$ cat config.mk
export PLATFORM = sky130hd
export DESIGN_NAME = spi_write_decoder_flat
export DESIGN_NICKNAME = d
export VERILOG_FILES = /design/src/rtl/spi_write_decoder_if.sv /design/src/rtl/spi_write_decoder.sv /design/src/flat_wrapper.sv
export SDC_FILE = /design/constraint.sdc
export NUM_CORES = 1
export LEC_CHECK = 0
export BUFFER_PORTS_ARGS = -buffer_cell sky130_fd_sc_hd__buf_2
export CAP_MARGIN = 20
export CORE_ASPECT_RATIO = 1.5
export CORE_MARGIN = 2
export CORE_UTILIZATION = 55
export CTS_CLUSTER_DIAMETER = 40
export DETAILED_ROUTE_END_ITERATION = 8
export PLACE_DENSITY = 0.71
export SLEW_MARGIN = 20
export SYNTH_ARGS = -nofsm -noshare
export SYNTH_HDL_FRONTEND = slang
export SYNTH_SLANG_ARGS = --single-unit
$ cat constraint.sdc
create_clock -name clk -period 6.97 [get_ports clk]
set_clock_uncertainty 0.1 [all_clocks]
set_input_delay 0.3485 -clock clk [delete_from_list [all_inputs] [get_ports clk]]
set_output_delay 0.3485 -clock clk [all_outputs]
set_load 0.02 [all_outputs]
$ cat src/rtl/spi_write_decoder_if.sv
// Byte stream from spi_slave plus the write-request port toward memory_arbiter.
// The decoder takes the slave modport; the bench or upstream glue takes master.
interface spi_write_decoder_if #(
    parameter int ADDRESS_WIDTH = 25
);
    logic [7:0]               data_in;
    logic                     data_in_ready;
    logic                     cs_n;
    logic [ADDRESS_WIDTH-1:0] address_mem;
    logic                     wr_mem;
    logic [7:0]               data_out_mem;
    logic                     data_out_ready_mem;
    logic                     fifo_full_mem;
    logic                     busy;
    logic                     overflow;

    modport slave (
        input  data_in, data_in_ready, cs_n, fifo_full_mem,
        output address_mem, wr_mem, data_out_mem, data_out_ready_mem, busy, overflow
    );

    modport master (
        output data_in, data_in_ready, cs_n, fifo_full_mem,
        input  address_mem, wr_mem, data_out_mem, data_out_ready_mem, busy, overflow
    );
endinterface

$ cat src/rtl/spi_write_decoder.sv
// Generic synchronous FIFO; show-ahead read, 1-cycle write-to-visible.
// Caller must not push when full unless it pops in the same cycle.
module sync_fifo #(
    parameter int WIDTH = 8,
    parameter int DEPTH = 16
) (
    input  logic             clk,
    input  logic             reset,
    input  logic             push_i,
    input  logic [WIDTH-1:0] push_dat_i,
    input  logic             pop_i,
    output logic [WIDTH-1:0] pop_dat_o,
    output logic             full_o,
    output logic             empty_o
);
    localparam int PW = (DEPTH > 1) ? $clog2(DEPTH) : 1;

    logic [WIDTH-1:0] mem_q [DEPTH];
    logic [PW-1:0]    wr_ptr_q, wr_ptr_d;
    logic [PW-1:0]    rd_ptr_q, rd_ptr_d;
    logic [PW:0]      count_q, count_d;

    always_comb begin
        wr_ptr_d = wr_ptr_q;
        rd_ptr_d = rd_ptr_q;
        count_d  = count_q;
        if (push_i) wr_ptr_d = wr_ptr_q + PW'(1);
        if (pop_i)  rd_ptr_d = rd_ptr_q + PW'(1);
        if (push_i && !pop_i)      count_d = count_q + (PW+1)'(1);
        else if (!push_i && pop_i) count_d = count_q - (PW+1)'(1);
    end

    always_ff @(posedge clk) begin
        if (reset) begin
            wr_ptr_q <= '0;
            rd_ptr_q <= '0;
            count_q  <= '0;
        end else begin
            wr_ptr_q <= wr_ptr_d;
            rd_ptr_q <= rd_ptr_d;
            count_q  <= count_d;
        end
    end

    always_ff @(posedge clk) begin
        if (push_i) mem_q[wr_ptr_q] <= push_dat_i;
    end

    assign pop_dat_o = mem_q[rd_ptr_q];
    assign full_o    = (count_q == (PW+1)'(DEPTH));
    assign empty_o   = (count_q == '0);
endmodule

// Decodes cs_n-framed SPI bytes (cmd, 32-bit BE address, payload) into arbiter writes.
// Byte at cycle N reaches the arbiter at N+2; a FIFO absorbs fifo_full_mem stalls, excess bytes set overflow.
module spi_write_decoder #(
    parameter int             ADDRESS_WIDTH = 25,
    parameter int             FIFO_DEPTH    = 16,
    parameter logic [7:0]     CMD_WRITE     = 8'h01
) (
    input  logic              clk,
    input  logic              reset,
    spi_write_decoder_if.slave bus
);
    localparam int AW = ADDRESS_WIDTH;

    typedef enum logic [2:0] {
        S_IDLE,
        S_CMD,
        S_ADDR,
        S_DATA,
        S_DISCARD
    } state_t;

    state_t        state_q, state_d;
    logic [1:0]    addr_idx_q, addr_idx_d;
    logic [AW-1:0] addr_acc_q, addr_acc_d;
    logic [AW-1:0] cur_addr_q, cur_addr_d;
    logic          overflow_q, overflow_d;
    logic          cs_s1_q, cs_s2_q, cs_prev_q;
    logic [2:0]    primed_q;
    logic [AW-1:0] req_addr_q, req_addr_d;
    logic [7:0]    req_dat_q, req_dat_d;
    logic          req_vld_q, req_vld_d;

    logic          frame_start;
    logic          want_push, push, pop;
    logic          fifo_full, fifo_empty;
    logic [AW+7:0] fifo_head;

    // primed_q marks when cs_prev_q holds a real sample rather than its reset
    // value, so cs_n held low across reset cannot fake a falling edge.
    assign frame_start = primed_q[2] & cs_prev_q & ~cs_s2_q;
    assign pop         = ~fifo_empty & ~bus.fifo_full_mem;
    assign push        = want_push & (~fifo_full | pop);

    always_comb begin
        state_d    = state_q;
        addr_idx_d = addr_idx_q;
        addr_acc_d = addr_acc_q;
        cur_addr_d = cur_addr_q;
        overflow_d = overflow_q;
        want_push  = 1'b0;
        if (frame_start) begin
            state_d    = S_CMD;
            addr_idx_d = 2'd0;
        end else if (bus.data_in_ready) begin
            case (state_q)
                S_CMD: begin
                    addr_idx_d = 2'd0;
                    state_d    = (bus.data_in == CMD_WRITE) ? S_ADDR : S_DISCARD;
                end
                S_ADDR: begin
                    addr_acc_d = (addr_acc_q << 8) | AW'(bus.data_in);
                    addr_idx_d = addr_idx_q + 2'd1;
                    if (addr_idx_q == 2'd3) begin
                        cur_addr_d = addr_acc_d;
                        state_d    = S_DATA;
                    end
                end
                S_DATA: begin
                    want_push  = 1'b1;
                    cur_addr_d = cur_addr_q + AW'(1);
                    if (fifo_full && !pop) overflow_d = 1'b1;
                end
                default: ;
            endcase
        end
    end

    always_comb begin
        req_vld_d  = pop;
        req_addr_d = req_addr_q;
        req_dat_d  = req_dat_q;
        if (pop) begin
            req_addr_d = fifo_head[AW+7:8];
            req_dat_d  = fifo_head[7:0];
        end
    end

    always_ff @(posedge clk) begin
        if (reset) begin
            state_q    <= S_IDLE;
            addr_idx_q <= 2'd0;
            addr_acc_q <= '0;
            cur_addr_q <= '0;
            overflow_q <= 1'b0;
            cs_s1_q    <= 1'b1;
            cs_s2_q    <= 1'b1;
            cs_prev_q  <= 1'b1;
            primed_q   <= 3'b000;
            req_addr_q <= '0;
            req_dat_q  <= 8'h00;
            req_vld_q  <= 1'b0;
        end else begin
            state_q    <= state_d;
            addr_idx_q <= addr_idx_d;
            addr_acc_q <= addr_acc_d;
            cur_addr_q <= cur_addr_d;
            overflow_q <= overflow_d;
            cs_s1_q    <= bus.cs_n;
            cs_s2_q    <= cs_s1_q;
            cs_prev_q  <= cs_s2_q;
            primed_q   <= {primed_q[1:0], 1'b1};
            req_addr_q <= req_addr_d;
            req_dat_q  <= req_dat_d;
            req_vld_q  <= req_vld_d;
        end
    end

    sync_fifo #(
        .WIDTH (AW + 8),
        .DEPTH (FIFO_DEPTH)
    ) u_fifo (
        .clk        (clk),
        .reset      (reset),
        .push_i     (push),
        .push_dat_i ({cur_addr_q, bus.data_in}),
        .pop_i      (pop),
        .pop_dat_o  (fifo_head),
        .full_o     (fifo_full),
        .empty_o    (fifo_empty)
    );

    assign bus.address_mem        = req_addr_q;
    assign bus.data_out_mem       = req_dat_q;
    assign bus.data_out_ready_mem = req_vld_q;
    assign bus.wr_mem             = 1'b1;
    assign bus.busy               = ~fifo_empty | req_vld_q;
    assign bus.overflow           = overflow_q;
endmodule

$ cat src/flat_wrapper.sv
// flat-port wrapper written by rule: the top's interface ports become plain ports
module spi_write_decoder_flat 
#(
    parameter int             ADDRESS_WIDTH = 25,
    parameter int             FIFO_DEPTH    = 16,
    parameter logic [7:0]     CMD_WRITE     = 8'h01
)
  (clk, reset, bus_data_in, bus_data_in_ready, bus_cs_n, bus_fifo_full_mem, bus_address_mem, bus_wr_mem, bus_data_out_mem, bus_data_out_ready_mem, bus_busy, bus_overflow);
  spi_write_decoder_if #(.ADDRESS_WIDTH(ADDRESS_WIDTH)) bus_i ();
  input  logic clk;
  input  logic reset;
  input wire logic [$bits(bus_i.data_in)-1:0] bus_data_in;
  input wire logic [$bits(bus_i.data_in_ready)-1:0] bus_data_in_ready;
  input wire logic [$bits(bus_i.cs_n)-1:0] bus_cs_n;
  input wire logic [$bits(bus_i.fifo_full_mem)-1:0] bus_fifo_full_mem;
  output wire logic [$bits(bus_i.address_mem)-1:0] bus_address_mem;
  output wire logic [$bits(bus_i.wr_mem)-1:0] bus_wr_mem;
  output wire logic [$bits(bus_i.data_out_mem)-1:0] bus_data_out_mem;
  output wire logic [$bits(bus_i.data_out_ready_mem)-1:0] bus_data_out_ready_mem;
  output wire logic [$bits(bus_i.busy)-1:0] bus_busy;
  output wire logic [$bits(bus_i.overflow)-1:0] bus_overflow;
  assign bus_i.data_in = bus_data_in;
  assign bus_i.data_in_ready = bus_data_in_ready;
  assign bus_i.cs_n = bus_cs_n;
  assign bus_i.fifo_full_mem = bus_fifo_full_mem;
  assign bus_address_mem = bus_i.address_mem;
  assign bus_wr_mem = bus_i.wr_mem;
  assign bus_data_out_mem = bus_i.data_out_mem;
  assign bus_data_out_ready_mem = bus_i.data_out_ready_mem;
  assign bus_busy = bus_i.busy;
  assign bus_overflow = bus_i.overflow;
  spi_write_decoder #(.ADDRESS_WIDTH(ADDRESS_WIDTH), .FIFO_DEPTH(FIFO_DEPTH), .CMD_WRITE(CMD_WRITE)) u_core (.clk(clk), .reset(reset), .bus(bus_i));
endmodule
==> run_results.csv <==
group,metric,value,unit
status,status,"complete, no violations",
clocking,cts.htree.levels,2,
logic_synthesis,synth_nets,1557,
cells_and_area,n_antenna_cell,0,
die,dieArea,46590,um2
timing,rsz0062_at_grt,"false",
logic_synthesis,synth_top_family_by_area,"multiplexers",
worst_setup_path,slowest_delay,0.74,ns
worst_setup_path,reg2reg_depth,7,
die,initial_core_util,55.33,%
detailed_routing,ant_nets,0,
pwr,p_leak,8.665,nW
timing,worst_pin_slew,1.042,ns
worst_setup_path,path_buf_inv,2,
detailed_routing,drc,0,
cells_and_area,fillers,3173,
logic_synthesis,postSynthAreaPerCell,16.10,um2
timing,setup_viol_count_final,0,
logic_synthesis,yosysSeqAreaShare,72.48,%
min_path,hold_start,"bus_data_in[4]",
worst_setup_path,start_kind,"flip-flop",
pwr,max-vdd-ir-drop,0.2313,mV
placed_design,gp_congestion,0.8445,
logic_synthesis,yosysUniqueCellTypes,59,
worst_setup_path,crit_fanout,27,
worst_setup_path,path_cells,"nor2b_1 -> o2111ai_2 -> buf_4 -> nor3_2 -> nand2_1 -> nor3_2 -> buf_4",
global_route,antenna_found_initial,0,
clocking,ctsLongestPathBuffers,3,
worst_setup_path,rrSetupSlack,3.57,ns
timing,fin_crit,3.397,ns
clocking,path_clk_slew,0.06,ns
clocking,cts_tree,"done",
pwr,powerDensity,309.3,nW/um2
logic_synthesis,synthMuxAreaShare,10.81,%
clocking,numCtsBuffers,56,
worst_setup_path,worst_setup_path_end_kind,"flip-flop",
min_path,hp-class,"in2reg",
worst_setup_path,reg2reg_to,"u_core.u_fifo.mem_q[1][16]",
logic_synthesis,synthCells,1532,
global_route,grt_pass1_wl,85890,um
die,fp.coreArea,44570,um2
cells_and_area,fin_nets,1605,
min_path,whs_endpoint,"u_core.u_fifo.mem_q[9][4]",
worst_setup_path,crit_required,7.12,ns
placed_design,dp_hpwl,31850,um
timing,hold_violations,0,
global_route,overflow,0,
placed_design,port_buffers,48,
worst_setup_path,worstSetupPathType,"reg2reg",
timing,finalMaxSlewViolations,0,
timing,fmax,294.4,MHz
worst_setup_path,crit_family,"simple AND/OR/NAND/NOR gates",
detailed_routing,drt_wl_total,57230,um
cells_and_area,drive_gt1_share,17.39,%
logic_synthesis,synth_fa_ha_area_share,0.6392,%
clocking,cts_resized,0,
logic_synthesis,synth_area,24660,um2
worst_setup_path,r2r_start,"u_core.state_q[1]",
die,die_h,263.4,um
logic_synthesis,synth-simple-area-share,6.321,%
cells_and_area,final_area,27640,um2
cells_and_area,syn_to_final_growth,12.06,%
logic_synthesis,synth-compound-area-share,7.143,%
global_route,grt_pass1_vias,13920,
detailed_routing,drt_iter0_drc,1281,
timing,post-route-period-util,48.73,%
clocking,clock_latency,0.59,ns
logic_synthesis,yosys_warnings,0,
logic_synthesis,synthXorXnorAreaFrac,0.3551,%
logic_synthesis,synth-edff-count,528,
global_route,grt_start_max_net_pins,57,
detailed_routing,drt_first_pass_iters,5,
flow_run,maxCapViolCount,0,
die,num_rows,95,
clocking,cts_root_buffer,"clkbuf_16",
die,ios,50,
die,die_w,176.9,um
worst_setup_path,arrival,3.55,ns
detailed_routing,wl_per_cell,25.91,um
detailed_routing,vias_per_cell,6.272,
logic_synthesis,ys_ff_latch,629,
timing,maxSlewHeadroom,30.53,%
min_path,hold-path-cell-count,1,
detailed_routing,num_vias,13850,
worst_setup_path,crit_path_top_delay_cell,"nor3_2",
logic_synthesis,synth_ff_type,"edfxtp_1",
logic_synthesis,async_flop_share,0,%
placed_design,dpl-instance-area,25680,um2
clocking,cts.sinks,629,
global_route,groute.usage.overall,24.84,%
timing,tns,0,ns
-- layout make-up --
cell class / instances / area, um2 / area share, %
timing repair buffer: 85 / 540.5 / 1.956
tap: 582 / 728.2 / 2.635
sequential: 629 / 17890 / 64.73
inverter: 41 / 153.9 / 0.5568
multi-input combinational: 767 / 6404 / 23.17
clock inverter: 32 / 447.9 / 1.621
clock buffer: 73 / 1475 / 5.337
-- Yosys cell counts (all sizes together), types with 3 or more instances --
cell / instances / share of area, %
and4: 4 / 0.14
nor2: 98 / 1.5
buf: 41 / 0.79
a32oi: 25 / 0.89
mux2i: 110 / 4.5
ha: 11 / 0.56
dfxtp: 101 / 8.2
and3: 9 / 0.23
or3: 3 / 0.076
o22ai: 12 / 0.30
or2: 3 / 0.076
a211oi: 13 / 0.40
nor2b: 14 / 0.36
clkbuf: 54 / 0.82
a21oi: 33 / 0.67
nand3b: 13 / 0.40
a22o: 40 / 1.4
nand3: 13 / 0.26
xnor2: 7 / 0.25
nor3: 17 / 0.39
nand4: 28 / 0.74
inv: 40 / 0.61
a32o: 13 / 0.53
nand2: 95 / 1.4
a2bb2oi: 3 / 0.11
mux4: 66 / 6.0
a22oi: 52 / 1.6
a311oi: 5 / 0.18
xor2: 3 / 0.11
and2: 6 / 0.15
o21ai: 27 / 0.55
edfxtp: 528 / 64
nand2b: 6 / 0.15
a31oi: 3 / 0.076
nor4: 8 / 0.20
mux2: 7 / 0.32
-- placed cells by master, fill, tap and decap left out, types with 5 or more instances in the layout --
cell type | Yosys | routed
a211oi_1 | 13 | 13
a21oi_1 | 33 | 33
a22o_1 | 40 | 40
a22oi_1 | 52 | 52
a311oi_1 | 5 | 5
a32o_1 | 13 | 13
a32oi_1 | 25 | 25
and3_1 | 8 | 8
buf_2 | 29 | 48
buf_4 | 1 | 35
bufinv_16 | 0 | 10
clkbuf_1 | 54 | 16
clkbuf_16 | 0 | 56
clkinv_1 | 1 | 5
clkinv_2 | 0 | 8
dfxtp_1 | 101 | 97
edfxtp_1 | 528 | 528
ha_1 | 11 | 11
inv_1 | 40 | 40
mux2_2 | 7 | 7
mux2i_1 | 110 | 110
mux4_2 | 66 | 66
nand2_1 | 95 | 95
nand2b_1 | 6 | 6
nand3_1 | 13 | 13
nand3b_1 | 13 | 13
nand4_1 | 27 | 27
nor2_1 | 98 | 81
nor2_4 | 0 | 14
nor2b_1 | 14 | 11
nor3_1 | 15 | 10
nor3_2 | 2 | 7
nor4_1 | 8 | 8
o21ai_0 | 27 | 27
o22ai_1 | 12 | 12
xnor2_1 | 7 | 7
-- logic make-up (layout without fill, tap and decap cells) --
kind of cell	count (synthesis)	in the layout
other cells	1	1
flops	629	629
xor+xnor	10	10
simple gates	323	323
fa+ha+maj	12	12
mux	183	183
buf+inv	136	231
compound gates	238	238
-- per-layer routing --
| metal | up-vias | wire, um | track usage (%) |
|---|---|---|---|
| li1 | 6106 | - | - |
| met1 | 7095 | 21410 | 31.96 |
| met2 | 555 | 30420 | 43.73 |
| met3 | 98 | 3732 | 3.004 |
| met4 | 0 | 1661 | 8.220 |
| met5 | - | 0 | 0 |
-- power by group --
part | switching [W] | internal (W)
Sequential | 0.000121 | 0.00409
Clock | 0.00134 | 0.00187
Combinational | 0.000614 | 0.000504
Total | 0.00208 | 0.00647
-- sequential cells by signal, summed over array words and instances (netlist names) --
name and count:
u_core.bus.overflow 1, u_core.primed_q 3, u_core.cs_s1_q 1, u_core.cs_s2_q 1, u_core.bus.data_out_ready_mem 1, u_core.cs_prev_q 1, u_core.state_q 3, u_core.u_fifo.wr_ptr_q 4
u_core.u_fifo.mem_q 528, u_core.bus.data_out_mem 8, u_core.cur_addr_q 25, u_core.addr_idx_q 2, u_core.u_fifo.count_q 5, u_core.u_fifo.rd_ptr_q 4, u_core.bus.address_mem 25, u_core.addr_acc_q 17
-- how the worst max path moves through the flow --
stage | start | endpoint | slack [ns] | depth (start not counted)
after floorplan | u_core.state_q[1] | u_core.u_fifo.mem_q[0][0] | 2.69 | 6
after global placement | u_core.u_fifo.rd_ptr_q[1] | u_core.bus.address_mem[0] | 3.67 | 7
after detailed placement | u_core.state_q[1] | u_core.u_fifo.mem_q[1][24] | 3.58 | 7
after CTS | u_core.state_q[1] | u_core.u_fifo.mem_q[1][16] | 3.56 | 7
after global routing | u_core.state_q[1] | u_core.u_fifo.count_q[4] | 3.31 | 12
final | u_core.state_q[1] | u_core.u_fifo.mem_q[1][16] | 3.57 | 7
-- per-stage QoR --
step	hold slack (ns)	utilization (%)	std cells	total power (W)	worst slack (ns)
finish	0.08667	62.01	2209	0.008550	3.573
global route	0.08171	62.01	2209	0.008828	3.313
CTS	0.06748	61.95	2208	0.008589	3.564
detailed placement	0.3012	57.61	2102	0.005416	3.582
global placement	0.2999	57.61	2102	0.005402	3.666
floorplan	0.2895	-	1532	0.005104	2.690
-- worst reg2reg max path, cell delays in order (launching register included) --
cell and delay, ns:
dfxtp_1 0.46, nor2b_1 0.24, o2111ai_2 0.14, buf_4 0.25, nor3_2 0.37, nand2_1 0.31
nor3_2 0.74, buf_4 0.44
-- what timing repair did --
action,in CTS,in global routing
buffers inserted,0,0
hold buffers,1,0
endpoints found under the hold margin,1,0
endpoints found under the setup margin,0,0
No activity file was read; power rests on OpenSTA's default activity.
